### config.mk
export PLATFORM = sky130hd
export DESIGN_NAME = axis_pkt_demux
export DESIGN_NICKNAME = d
export VERILOG_FILES = /design/src/rtl/axis_demux_pkg.sv /design/src/rtl/axis_skid.sv /design/src/rtl/axis_pkt_demux.sv
export SDC_FILE = /design/constraint.sdc
export NUM_CORES = 1
export LEC_CHECK = 0
export CAP_MARGIN = 20
export CORE_UTILIZATION = 66
export CTS_BUF_LIST = sky130_fd_sc_hd__clkbuf_4 sky130_fd_sc_hd__clkbuf_8
export CTS_CLUSTER_DIAMETER = 200
export DETAILED_ROUTE_END_ITERATION = 7
export DONT_BUFFER_PORTS = 1
export PLACE_DENSITY = 0.81
export RECOVER_POWER = 50
export SETUP_SLACK_MARGIN = 0.05
export SLEW_MARGIN = 40
export SYNTH_ARGS = -nofsm -noshare
export SYNTH_HDL_FRONTEND = slang
export SYNTH_SLANG_ARGS = --single-unit
### constraint.sdc
create_clock -name axis_aclk -period 2.9 [get_ports axis_aclk]
set_clock_uncertainty 0.15 [all_clocks]
set_input_delay 0.435 -clock axis_aclk [delete_from_list [all_inputs] [get_ports axis_aclk]]
set_output_delay 0.435 -clock axis_aclk [all_outputs]
set_load 0.005 [all_outputs]
### src/rtl/axis_demux_pkg.sv
// axis_demux_pkg
//   Shared constants for the AXI-Stream packet demultiplexer.
//   - ST_*     : 2-bit FSM state encoding used by axis_pkt_demux.
//   - ROUTE_M* : header route codes that select an output port.
//   Route codes 2 and 3 have no constant. They are either dropped or
//   aliased, depending on the AXIS_DEMUX_DROP_EN build option.
package axis_demux_pkg;

  localparam logic [1:0] ST_IDLE = 2'd0;
  localparam logic [1:0] ST_FWD0 = 2'd1;
  localparam logic [1:0] ST_FWD1 = 2'd2;
  localparam logic [1:0] ST_DROP = 2'd3;

  localparam logic [1:0] ROUTE_M0 = 2'd0;
  localparam logic [1:0] ROUTE_M1 = 2'd1;

endpackage

### src/rtl/axis_skid.sv
// axis_skid
//   Two-entry registered stream buffer. The payload is an opaque W-bit word;
//   the demux uses it for {tlast, tdata}. Both s_ready and m_valid come
//   straight from flops:
//     s_ready = not full
//     m_valid = not empty
//   This lets the buffer sit between any two stream stages without a
//   combinational path through it. FIFO order is preserved.
// Ports
//   axis_aclk, axis_aresetn : clock, asynchronous active-low reset
//   s_data/s_valid/s_ready  : upstream side
//   m_data/m_valid/m_ready  : downstream side (m_data is entry 0, the head)
module axis_skid #(
  parameter int W = 33
) (
  input  logic         axis_aclk,
  input  logic         axis_aresetn,
  input  logic [W-1:0] s_data,
  input  logic         s_valid,
  output logic         s_ready,
  output logic [W-1:0] m_data,
  output logic         m_valid,
  input  logic         m_ready
);

  logic [W-1:0] head_q, head_d;
  logic [W-1:0] tail_q, tail_d;
  logic [1:0]   count_q, count_d;
  logic         s_ready_q, s_ready_d;
  logic         m_valid_q, m_valid_d;
  logic         push, pop;

  assign push = s_valid & s_ready_q;
  assign pop  = m_valid_q & m_ready;

  always_comb begin
    head_d  = head_q;
    tail_d  = tail_q;
    count_d = count_q;
    case ({push, pop})
      2'b10: begin
        if (count_q == 2'd0) head_d = s_data;
        else                 tail_d = s_data;
        count_d = count_q + 2'd1;
      end
      2'b01: begin
        // Shift the second entry to the head. When only one entry was
        // present, the head keeps a stale copy, which is harmless because
        // m_valid drops.
        head_d  = tail_q;
        count_d = count_q - 2'd1;
      end
      2'b11: begin
        if (count_q == 2'd1) begin
          head_d = s_data;
        end else begin
          head_d = tail_q;
          tail_d = s_data;
        end
      end
      default: ;
    endcase
    s_ready_d = (count_d != 2'd2);
    m_valid_d = (count_d != 2'd0);
  end

  always_ff @(posedge axis_aclk or negedge axis_aresetn) begin
    if (!axis_aresetn) begin
      head_q    <= '0;
      tail_q    <= '0;
      count_q   <= 2'd0;
      s_ready_q <= 1'b0;
      m_valid_q <= 1'b0;
    end else begin
      head_q    <= head_d;
      tail_q    <= tail_d;
      count_q   <= count_d;
      s_ready_q <= s_ready_d;
      m_valid_q <= m_valid_d;
    end
  end

  assign s_ready = s_ready_q;
  assign m_valid = m_valid_q;
  assign m_data  = head_q;

endmodule

### src/rtl/axis_pkt_demux.sv
// axis_pkt_demux
//   Packet-level AXI-Stream demultiplexer. The route field
//   tdata[ROUTE_LSB+1:ROUTE_LSB] of each header beat selects an output port.
//   The whole packet, header included, follows that port until tlast.
//   Each output is decoupled by a two-entry axis_skid. A stalled port
//   therefore only stalls the input, and the other port keeps draining.
// Build option
//   AXIS_DEMUX_DROP_EN : routes 2/3 are discarded up to tlast and counted in
//                        drop_cnt (saturating). Without it only route bit 0
//                        is decoded: routes 2/3 alias to ports 0/1, and the
//                        DROP state and the drop_cnt port do not exist.
// Ports
//   axis_aclk, axis_aresetn       : clock, asynchronous active-low reset
//   s_axis_*                      : merged input stream (tdata/tvalid/tready/tlast)
//   m0_axis_*, m1_axis_*          : route 0 / route 1 outputs
//   drop_cnt                      : dropped packet count (AXIS_DEMUX_DROP_EN only)
//
// state   | meaning
// IDLE    | next beat is a header; route decoded combinationally from it
// FWD0    | packet body locked to output 0
// FWD1    | packet body locked to output 1
// DROP    | packet body discarded (AXIS_DEMUX_DROP_EN only)
module axis_pkt_demux
  import axis_demux_pkg::*;
#(
  parameter int DATA_W    = 32,
  parameter int ROUTE_LSB = 30
`ifdef AXIS_DEMUX_DROP_EN
  ,
  parameter int CNT_W     = 16
`endif
) (
  input  logic              axis_aclk,
  input  logic              axis_aresetn,
  input  logic [DATA_W-1:0] s_axis_tdata,
  input  logic              s_axis_tvalid,
  output logic              s_axis_tready,
  input  logic              s_axis_tlast,
  output logic [DATA_W-1:0] m0_axis_tdata,
  output logic              m0_axis_tvalid,
  input  logic              m0_axis_tready,
  output logic              m0_axis_tlast,
  output logic [DATA_W-1:0] m1_axis_tdata,
  output logic              m1_axis_tvalid,
  input  logic              m1_axis_tready,
  output logic              m1_axis_tlast
`ifdef AXIS_DEMUX_DROP_EN
  ,
  output logic [CNT_W-1:0]  drop_cnt
`endif
);

  logic [1:0] state_q, state_d;
  logic       sel0, sel1;
  logic       s_hs;

  logic              sk0_s_ready, sk1_s_ready;
  logic [DATA_W:0]   sk0_m_data, sk1_m_data;

`ifdef AXIS_DEMUX_DROP_EN
  logic             drop_sel;
  logic [CNT_W-1:0] drop_cnt_q, drop_cnt_d;
`endif

  // Port select. In IDLE the header beat itself picks the port, so back-to-back
  // packets to different ports need no bubble.
  always_comb begin
    sel0 = 1'b0;
    sel1 = 1'b0;
`ifdef AXIS_DEMUX_DROP_EN
    drop_sel = 1'b0;
`endif
    case (state_q)
      ST_IDLE: begin
`ifdef AXIS_DEMUX_DROP_EN
        if (s_axis_tdata[ROUTE_LSB+1:ROUTE_LSB] == ROUTE_M0)      sel0 = 1'b1;
        else if (s_axis_tdata[ROUTE_LSB+1:ROUTE_LSB] == ROUTE_M1) sel1 = 1'b1;
        else                                                      drop_sel = 1'b1;
`else
        sel0 = (s_axis_tdata[ROUTE_LSB] == ROUTE_M0[0]);
        sel1 = (s_axis_tdata[ROUTE_LSB] == ROUTE_M1[0]);
`endif
      end
      ST_FWD0: sel0 = 1'b1;
      ST_FWD1: sel1 = 1'b1;
`ifdef AXIS_DEMUX_DROP_EN
      ST_DROP: drop_sel = 1'b1;
`endif
      default: ;
    endcase
  end

`ifdef AXIS_DEMUX_DROP_EN
  assign s_axis_tready = (sel0 & sk0_s_ready) | (sel1 & sk1_s_ready) | drop_sel;
`else
  assign s_axis_tready = (sel0 & sk0_s_ready) | (sel1 & sk1_s_ready);
`endif

  assign s_hs = s_axis_tvalid & s_axis_tready;

  always_comb begin
    state_d = state_q;
    if (s_hs) begin
      case (state_q)
        ST_IDLE: begin
          if (!s_axis_tlast) begin
            if (sel0)      state_d = ST_FWD0;
            else if (sel1) state_d = ST_FWD1;
            else           state_d = ST_DROP;
          end
        end
        ST_FWD0, ST_FWD1, ST_DROP: begin
          if (s_axis_tlast) state_d = ST_IDLE;
        end
        default: state_d = ST_IDLE;
      endcase
    end
`ifndef AXIS_DEMUX_DROP_EN
    // DROP is unreachable in this build; recover to IDLE if it ever shows up.
    if (state_q == ST_DROP) state_d = ST_IDLE;
`endif
  end

`ifdef AXIS_DEMUX_DROP_EN
  // Count once per dropped packet, on its header beat, saturating at all-ones.
  always_comb begin
    drop_cnt_d = drop_cnt_q;
    if (s_hs && (state_q == ST_IDLE) && drop_sel && (drop_cnt_q != {CNT_W{1'b1}}))
      drop_cnt_d = drop_cnt_q + {{(CNT_W-1){1'b0}}, 1'b1};
  end

  always_ff @(posedge axis_aclk or negedge axis_aresetn) begin
    if (!axis_aresetn) drop_cnt_q <= '0;
    else               drop_cnt_q <= drop_cnt_d;
  end

  assign drop_cnt = drop_cnt_q;
`endif

  always_ff @(posedge axis_aclk or negedge axis_aresetn) begin
    if (!axis_aresetn) state_q <= ST_IDLE;
    else               state_q <= state_d;
  end

  axis_skid #(.W(DATA_W + 1)) u_skid0 (
    .axis_aclk    (axis_aclk),
    .axis_aresetn (axis_aresetn),
    .s_data       ({s_axis_tlast, s_axis_tdata}),
    .s_valid      (s_axis_tvalid & sel0),
    .s_ready      (sk0_s_ready),
    .m_data       (sk0_m_data),
    .m_valid      (m0_axis_tvalid),
    .m_ready      (m0_axis_tready)
  );

  axis_skid #(.W(DATA_W + 1)) u_skid1 (
    .axis_aclk    (axis_aclk),
    .axis_aresetn (axis_aresetn),
    .s_data       ({s_axis_tlast, s_axis_tdata}),
    .s_valid      (s_axis_tvalid & sel1),
    .s_ready      (sk1_s_ready),
    .m_data       (sk1_m_data),
    .m_valid      (m1_axis_tvalid),
    .m_ready      (m1_axis_tready)
  );

  assign m0_axis_tlast = sk0_m_data[DATA_W];
  assign m0_axis_tdata = sk0_m_data[DATA_W-1:0];
  assign m1_axis_tlast = sk1_m_data[DATA_W];
  assign m1_axis_tdata = sk1_m_data[DATA_W-1:0];

endmodule

==> impl_metrics.py, run 1 <==
metrics = {
    "global_route": {
        "met2_usage_pct": 49.3,
        "grt_pass1_vias": 4408,
        "use_met1_pct": 38.9,
        "grt_overflow": 0,
        "grt_max_degree": 143,
        "met3_usage_pct": 8.35,
        "antenna_found_initial": 0,
        "grt_pass1_wl_um": 22000,
        "grt_usage_pct": 29.9,
        "grt.busiest_layer": "met2",
    },
    "final_layout": {
        "diodes": 0,
        "final_common_cell": "dfrtp_1",
        "syn_to_final_growth_pct": 14.8,
        "nNetsFinal": 592,
        "drive_gt1_share_pct": 21.2,
        "final_cell_mix": "142 x dfrtp_1, 70 x nor2_1, 68 x a21oi_1, 66 x a22oi_1, 65 x mux2_2",
    },
    "timing": {
        "rsz0062_at_grt": "false",
        "final_max_slew_viol_count": 0,
        "hold_viol_final": 142,
        "holdWs_ps": -454,
        "setup-tns-final_ps": 0,
        "tightestPinTransition_ps": 519,
        "min_period_over_period_pct": 88.0,
        "setup_viol": 0,
        "max_freq_mhz": 392,
        "fin_crit_ps": 2550,
        "fin_ws_ps": 348,
        "relSlewSlack_pct": 65.3,
    },
    "floorplanning": {
        "core_area_sq_um": 8760,
        "rows": 34,
        "dieHeight_um": 97.4,
        "io_pins": 107,
        "start_util_pct": 68.6,
        "die_area_sq_um": 9490,
        "dieWidth_um": 97.4,
    },
    "clock_network": {
        "cts-htree-levels": 4,
        "post_cts_resized": 0,
        "ctsHoldBuffers": 35,
        "cts.sinks": 142,
        "cts_tree": "built",
        "cts_buffers": 17,
        "path_clk_slew_ps": 80,
        "clk_latency_ps": 430,
        "cts_buffer_depth": 2,
        "post_cts_buffers": 0,
        "cts_root_buffer": "clkbuf_8",
    },
    "yosys": {
        "synthCells": 507,
        "yosys_warnings": 0,
        "yosysUniqueCellTypes": 28,
        "synth_fp_nets": 555,
        "yosysSeqAreaShare_pct": 59.1,
        "synth-seq-cells": 142,
        "syn_avg_cell_area_sq_um": 11.9,
        "netlist_area_sq_um": 6010,
    },
    "detailed_routing": {
        "ant_nets": 0,
        "totalWireLength_um": 13300,
        "detail_route.iter0.violations": 268,
        "vias": 4209,
        "wl_per_cell_um": 20.1,
        "route.detailed.drc": 0,
        "routed_via_density": 6.33,
        "dr.pass1.iters": 5,
    },
    "placement": {
        "hpwl_um": 7720,
        "pre_cts_slack_ps": 272,
        "io_buffers": 0,
        "gp_congestion": 0.756,
    },
    "critical_path": {
        "critPathRequiredTime_ps": 3060,
        "critPathArrivalTime_ps": 2710,
        "end_kind": "flop",
        "start_kind": "flop",
        "path_class": "reg2reg",
        "critPathMaxFanout": 20,
    },
    "power": {
        "p_leak_nw": 3.02,
        "peakVddDrop_mv": 0.748,
        "power_density_nw_per_um2": 1140,
    },
    "run_status": {
        "status": "finished with violations",
        "violations": "negative hold slack",
    },
    "min_path": {
        "hold_path_class": "in2async",
    },
    "flow_run": {
        "maxCapViolCount": 0,
    },
}
## layer usage
layer  wire (um)  vias up
li1            -     1892
met4         191        0
met2        6770      179
met3         856       21
met1        5520     2117
met5           0        -
## through the flow
stage / instances / hold slack [ps] / util, % / instance area [sq um] / power [mW]
after detailed placement: 597 / -8.02 / 69.8 / 6120 / 6.13
after global placement: 597 / -7.70 / 69.8 / 6120 / 5.95
after CTS: 664 / -481 / 78.6 / 6890 / 7.83
final: 665 / -454 / 78.7 / 6900 / 7.85
after global routing: 665 / -490 / 78.7 / 6900 / 8.33
after floorplan: 507 / -10.6 / - / 6010 / 5.52
## path summary, 6_finish.rpt
kind | startpoint | to | slack [ps] | cells past startpoint
max | state_q[0] | u_skid1.tail_q[22] | 350 | 9
max in group asynchronous | axis_aresetn | u_skid0.tail_q[30] | 2850 | 0
min in group axis_aclk | s_axis_tdata[0] | u_skid1.tail_q[0] | 30 | 1
min reg2reg | u_skid1.tail_q[30] | u_skid1.tail_q[30] | 350 | 2
max reg2reg | state_q[0] | u_skid1.tail_q[22] | 350 | 9
min | axis_aresetn | u_skid1.m_data[27] | -450 | 0
## kinds of logic (layout without fill, tap and decap cells)
| logic type | Yosys count | count (layout) | share of synthesized area [%] |
|---|---|---|---|
| AND/OR/NAND/NOR | 94 | 94 | 6.25 |
| adder cells (fa/ha/maj) | 10 | 10 | 2.08 |
| buffers and inverters | 45 | 95 | 3.98 |
| multiplexers | 67 | 67 | 12.5 |
| AO/OA/AOI/OAI | 149 | 149 | 16.0 |
| flip-flops | 142 | 142 | 59.1 |
## power by group
group | internal, mW | switching [mW]
sequential | 3.00 | 0.679
clock | 0.888 | 0.743
combinational | 1.22 | 1.32
## synthesized netlist by cell type
cell type | instances | area share [%]
o21ai_1 | 2 | 0.17
mux2i_1 | 2 | 0.33
a311oi_1 | 2 | 0.29
a21oi_2 | 1 | 0.15
a31oi_1 | 2 | 0.21
a21oi_1 | 68 | 5.7
o21ai_2 | 1 | 0.15
nor2b_1 | 3 | 0.31
o211ai_2 | 1 | 0.21
buf_1 | 3 | 0.19
o21a_1 | 2 | 0.25
nor3_1 | 3 | 0.25
nand2_1 | 14 | 0.87
and2_2 | 1 | 0.12
buf_4 | 7 | 0.87
o32ai_4 | 1 | 0.46
nor2_1 | 70 | 4.4
clkbuf_1 | 2 | 0.12
inv_1 | 13 | 0.81
nand2b_1 | 2 | 0.21
a22oi_1 | 66 | 8.2
and2_1 | 1 | 0.10
buf_2 | 17 | 1.4
mux2_2 | 65 | 12
ha_1 | 10 | 2.1
dfrtp_1 | 142 | 59
o21ai_0 | 3 | 0.25
buf_6 | 3 | 0.56
## layout make-up
class,count,area (sq um)
Clock inverter,13,161
Clock buffer,19,255
Sequential cell,142,3550
Inverter,13,48.8
Multi-Input combinational cell,320,2250
Timing Repair Buffer,50,492
Fill cell,512,1870
Tap cell,108,135
## worst max-delay path: stages, from the launching register on
cell and delay [ps]:
dfrtp_1 410, nand2b_1 200, nor2_1 120, nand2_1 80, inv_1 80, ha_1 330, nand2_1 220, o211ai_4 130
buf_4 320, mux2_2 390
## sequential cells by signal (all words and copies together) (netlist names)
signal,flops
u_skid0.m_valid,1
u_skid1.m_valid,1
u_skid1.m_data,33
u_skid0.s_ready,1
u_skid0.m_data,33
u_skid1.tail_q,33
u_skid1.s_ready,1
state_q,2
u_skid1.count_q,2
u_skid0.tail_q,33
u_skid0.count_q,2
No activity file was read; power rests on OpenSTA's default activity.
==> run 2, diff against run 1 <==
--- a/config.mk
+++ b/config.mk
@@ -5,6 +5,7 @@
 export SDC_FILE = /design/constraint.sdc
 export NUM_CORES = 1
 export LEC_CHECK = 0
+export ABC_CLOCK_PERIOD_IN_PS = 2900
 export CAP_MARGIN = 20
 export CORE_UTILIZATION = 66
 export CTS_BUF_LIST = sky130_fd_sc_hd__clkbuf_4 sky130_fd_sc_hd__clkbuf_8
==> constraint.sdc (replaced) <==
create_clock -name axis_aclk -period 2.9 [get_ports axis_aclk]
set_clock_uncertainty 0.15 [all_clocks]
set_input_delay 0.435 -clock axis_aclk [delete_from_list [all_inputs] [get_ports axis_aclk]]
set_output_delay 0.435 -clock axis_aclk [all_outputs]
set_load 0.1 [all_outputs]
==> run 2 against run 1 <==
Core utilization grew 0.66 points; register-to-register slack better by 50 ps; the run still ends with negative hold slack left; critical path depth increased by 2; worst setup slack better by 46 ps; die area unchanged; cell area rose by 0.83%; fmax is 1.8% higher.
==> impl_metrics.py, run 2 (synthesis gave the netlist of run 1 again) <==
metrics = {
    "placement": {
        "place_area_sq_um": 6170,
        "hpwl_um": 8100,
        "io_buffers": 0,
        "gp_congestion": 0.781,
    },
    "timing": {
        "relSlewSlack_pct": 23.1,
        "setup_viol": 0,
        "min_period_over_period_pct": 86.4,
        "rsz0062_at_grt": "false",
        "tightestPinTransition_ps": 1160,
        "holdWs_ps": -461,
        "setup-tns-final_ps": 0,
        "hold_viol_final": 142,
        "max_freq_mhz": 399,
        "fin_crit_ps": 2510,
        "final_max_slew_viol_count": 0,
    },
    "floorplanning": {
        "dieHeight_um": 97.4,
        "start_util_pct": 68.6,
        "die_area_sq_um": 9490,
        "io_pins": 107,
        "core_area_sq_um": 8760,
        "rows": 34,
        "dieWidth_um": 97.4,
    },
    "critical_path": {
        "r2r_cells": 11,
        "path_class": "reg2reg",
        "rrSetupSlack_ps": 390,
        "critPathMaxFanout": 46,
        "start_kind": "flop",
        "critPathRequiredTime_ps": 3110,
        "crit_buf_inv": 3,
        "r2r-start": "state_q[0]",
        "end_kind": "flop",
        "slowest_delay_ps": 440,
        "crit_start": "state_q[0]",
        "crit_slowest_cell": "buf_4",
        "rr_endpoint": "u_skid1.m_data[20]",
        "crit_path_cell_trace": "nand2b_1 > nor2_1 > nand2_1 > inv_1 > ha_1 > buf_4 > nand2_1 > o21ai_4 > buf_4 > nor2_1 > a21oi_1",
        "worst-path-stages": 11,
        "path_delay_family": "buffers and inverters",
        "critPathArrivalTime_ps": 2710,
    },
    "global_route": {
        "grt_pass1_wl_um": 21600,
        "grt_usage_pct": 29.0,
        "grt_overflow": 0,
        "grt_max_degree": 143,
        "grt_pass1_vias": 4424,
        "antenna_found_initial": 0,
    },
    "detailed_routing": {
        "route.detailed.drc": 0,
        "routed_via_density": 6.36,
        "detail_route.iter0.violations": 236,
        "vias": 4261,
        "dr.pass1.iters": 5,
        "totalWireLength_um": 13300,
        "wl_per_cell_um": 19.8,
        "ant_nets": 0,
    },
    "clock_network": {
        "cts_buffers": 17,
        "cts_root_buffer": "clkbuf_8",
        "post_cts_resized": 0,
        "clk_latency_ps": 440,
        "cts_tree": "built",
        "cts-htree-levels": 4,
        "path_clk_slew_ps": 80,
        "cts_buffer_depth": 2,
        "cts.sinks": 142,
        "ctsHoldBuffers": 35,
        "post_cts_buffers": 0,
    },
    "final_layout": {
        "stdcell_area_sq_um": 6950,
        "diodes": 0,
        "syn_to_final_growth_pct": 15.7,
        "final_util_pct": 79.4,
        "final_cell_mix": "116 x dfrtp_1, 70 x nor2_1, 68 x a21oi_1, 66 x a22oi_1, 65 x mux2_2",
        "drive_gt1_share_pct": 26.0,
        "final_common_cell": "dfrtp_1",
        "nNetsFinal": 598,
    },
    "run_status": {
        "status": "finished with violations",
        "violations": "negative hold slack",
    },
    "min_path": {
        "hold_path_class": "in2async",
    },
    "flow_run": {
        "maxCapViolCount": 0,
    },
}
[run 2: changes by cell type in the layout (fill, tap and decap cells not counted)]
cell	delta
dfrtp_1	-26
dfrtp_2	+26
buf_4	+4
buf_12	-2
buf_8	+2
clkbuf_1	+2
inv_6	-2
buf_6	-1
clkbuf_4	+1
clkbuf_8	+1
clkinv_2	-1
dlygate4sd3_1	+1
[run 2: area by class of cell]
| cell class | instances | area [sq um] |
|---|---|---|
| flip-flops and latches | 142 | 3590 |
| clock inverters | 10 | 139 |
| inverters | 13 | 48.8 |
| clock buffers | 21 | 277 |
| well taps | 108 | 135 |
| fillers | 530 | 1810 |
| repair buffers | 56 | 518 |
| multi-input cells | 320 | 2250 |
[run 2: worst max-delay path by stage]
stage	endpoint	slack, ps
CTS	u_skid1.m_data[20]	410
detailed placement	u_skid0.tail_q[20]	370
global placement	u_skid1.tail_q[15]	170
finish	u_skid1.m_data[20]	390
floorplan	u_skid1.tail_q[10]	270
global route	u_skid1.m_data[30]	150
[run 2: metal layers]
metal	vias up	part of all wire, %	GRT usage (%)
met2	187	50	47.3
li1	1892	-	-
met4	0	1.6	10.7
met1	2161	42	38.2
met3	21	7.0	6.83
met5	-	0	0
[run 2: worst reg2reg max path: stages (launching register included)]
cell      delay (ps)
dfrtp_1          420
nand2b_1         210
nor2_1           140
nand2_1           90
inv_1             90
ha_1             230
buf_4            170
nand2_1          140
o21ai_4          110
buf_4            440
nor2_1           110
a21oi_1          160
[run 2: through the flow]
step | setup slack (ps) | cells
3_3_place_gp | 172 | 601
2_1_floorplan | 273 | 507
4_1_cts | 408 | 669
3_5_place_dp | 374 | 603
5_1_grt | 146 | 670
6_report | 394 | 670
Power of run 2 is left out: the tool's default activity adds up to more than one toggle a clock period on the data nets, which glitch-free logic cannot reach.
==> run 3, diff against run 2 <==
--- a/config.mk
+++ b/config.mk
@@ -7,6 +7,7 @@
 export LEC_CHECK = 0
 export ABC_CLOCK_PERIOD_IN_PS = 2900
 export CAP_MARGIN = 20
+export CORE_ASPECT_RATIO = 1.1
 export CORE_UTILIZATION = 66
 export CTS_BUF_LIST = sky130_fd_sc_hd__clkbuf_4 sky130_fd_sc_hd__clkbuf_8
 export CTS_CLUSTER_DIAMETER = 200
==> run 3 against run 2 <==
The flow still finishes with violations (negative hold slack); core utilization shrank 0.27 points; register-to-register slack lost 210 ps; routed wire length increased by 5.6%; highest routed layer unchanged.
==> impl_metrics.py, run 3 (synthesis gave the netlist of run 1 again) <==
metrics = {
    "global_route": {
        "antenna_found_initial": 0,
        "grt_max_degree": 143,
        "grt_pass1_wl_um": 22300,
        "grt_overflow": 0,
        "grt_usage_pct": 31.4,
        "grt_pass1_vias": 4441,
    },
    "detailed_routing": {
        "detail_route.iter0.violations": 241,
        "wl_met3_um": 1190,
        "m1WireLength_um": 5240,
        "dr.pass1.iters": 5,
        "totalWireLength_um": 14000,
        "wl_met2_um": 7240,
        "route.detailed.drc": 0,
        "ant_nets": 0,
        "dr.max_layer_used": "met4",
        "routed_via_density": 6.36,
        "wl_per_cell_um": 20.7,
        "vias": 4306,
    },
    "clock_network": {
        "cts-htree-levels": 4,
        "cts_tree": "built",
        "cts_buffer_depth": 2,
        "clk_latency_ps": 440,
        "cts.sinks": 142,
        "path_clk_slew_ps": 80,
        "cts_root_buffer": "clkbuf_8",
        "cts_buffers": 17,
        "post_cts_buffers": 0,
        "ctsHoldBuffers": 35,
    },
    "floorplanning": {
        "rows": 36,
        "core_area_sq_um": 8830,
        "dieWidth_um": 93.0,
        "io_pins": 107,
        "start_util_pct": 68.1,
        "die_area_sq_um": 9490,
        "dieHeight_um": 102,
    },
    "flow_run": {
        "maxCapViolCount": 0,
    },
    "run_status": {
        "status": "finished with violations",
        "violations": "negative hold slack",
    },
    "timing": {
        "fin_ws_ps": 186,
        "hold_viol_final": 142,
        "relSlewSlack_pct": 19.4,
        "tightestPinTransition_ps": 1210,
        "setup-tns-final_ps": 0,
        "rsz0062_at_grt": "false",
        "min_period_over_period_pct": 93.6,
        "holdWs_ps": -458,
        "max_freq_mhz": 368,
        "setup_viol": 0,
        "fin_crit_ps": 2710,
        "final_max_slew_viol_count": 0,
    },
    "placement": {
        "pre_cts_slack_ps": 230,
        "io_buffers": 0,
        "dp_cells": 610,
        "hpwl_um": 8050,
        "gp_congestion": 0.802,
    },
    "final_layout": {
        "instances_no_fill": 677,
        "multi_input_area_sq_um": 2250,
        "final_cell_mix": "111 x dfrtp_1, 70 x nor2_1, 68 x a21oi_1, 66 x a22oi_1, 65 x mux2_2",
        "nNetsFinal": 598,
        "final_common_cell": "dfrtp_1",
        "seqCellArea_sq_um": 3590,
        "nFillCells": 536,
        "syn_to_final_growth_pct": 16.2,
        "diodes": 0,
        "drive_gt1_share_pct": 26.6,
    },
    "critical_path": {
        "end_kind": "flop",
        "path_class": "reg2reg",
        "start_kind": "flop",
        "critPathArrivalTime_ps": 2880,
        "critPathRequiredTime_ps": 3070,
        "critPathMaxFanout": 18,
    },
    "min_path": {
        "hold_path_class": "in2async",
    },
}
## run 3: cell count changes in the layout (fill, tap and decap cells not counted), sizes merged
cell	previous run	this run
clkinvlp	1	2
clkbuf	23	26
inv	14	13
buf	18	17
dlygate4sd3	36	35
## run 3: per-stage QoR
stage | instance area, sq um | hold WS [ps] | util, %
2_1_floorplan | 6010 | -10.6 | -
3_3_place_gp | 6130 | -5.79 | 69.4
3_5_place_dp | 6240 | -7.73 | 70.7
4_1_cts | 7020 | -489 | 79.5
5_1_grt | 6980 | -499 | 79.1
6_report | 6980 | -458 | 79.1
## run 3: what timing repair did
action / CTS / global route
endpoints found under the hold margin: 209 / 142
setup endpoints to repair: 0 / 14
gates resized for setup: 0 / 1
## run 3: layout make-up
type,count,share of cell area (%)
repair buffers,56,7.42
multi-input cells,320,32.3
well taps,114,2.04
clock buffers,22,4.16
flip-flops and latches,142,51.5
inverters,13,0.699
clock inverters,10,1.97
## run 3: final timing paths
kind,from,endpoint,slack (ps),depth (start not counted)
worst max-delay path,state_q[0],u_skid1.tail_q[23],190,10
worst min-delay path,axis_aresetn,u_skid1.m_data[16],-460,0
worst max register to register,state_q[0],u_skid1.tail_q[23],190,10
worst min register to register,u_skid1.tail_q[30],u_skid1.tail_q[30],350,2
max in group asynchronous,axis_aresetn,u_skid1.m_data[9],2850,0
min in group axis_aclk,s_axis_tdata[13],u_skid0.tail_q[13],30,1
## run 3: critical path, cell delays in order, from the launching register on
cell	delay [ps]
dfrtp_1	410
nand2b_1	210
nor2_1	120
nand2_1	100
inv_1	110
ha_1	240
buf_4	170
nand2_1	140
o211ai_4	350
buf_16	240
mux2_2	350
## run 3: layer usage
| layer | GRT usage, % | up-vias |
|---|---|---|
| li1 | - | 1893 |
| met1 | 36.0 | 2197 |
| met2 | 53.9 | 186 |
| met3 | 12.1 | 30 |
| met4 | 11.6 | 0 |
| met5 | 0 | - |
Power of run 3 is left out for the same reason.
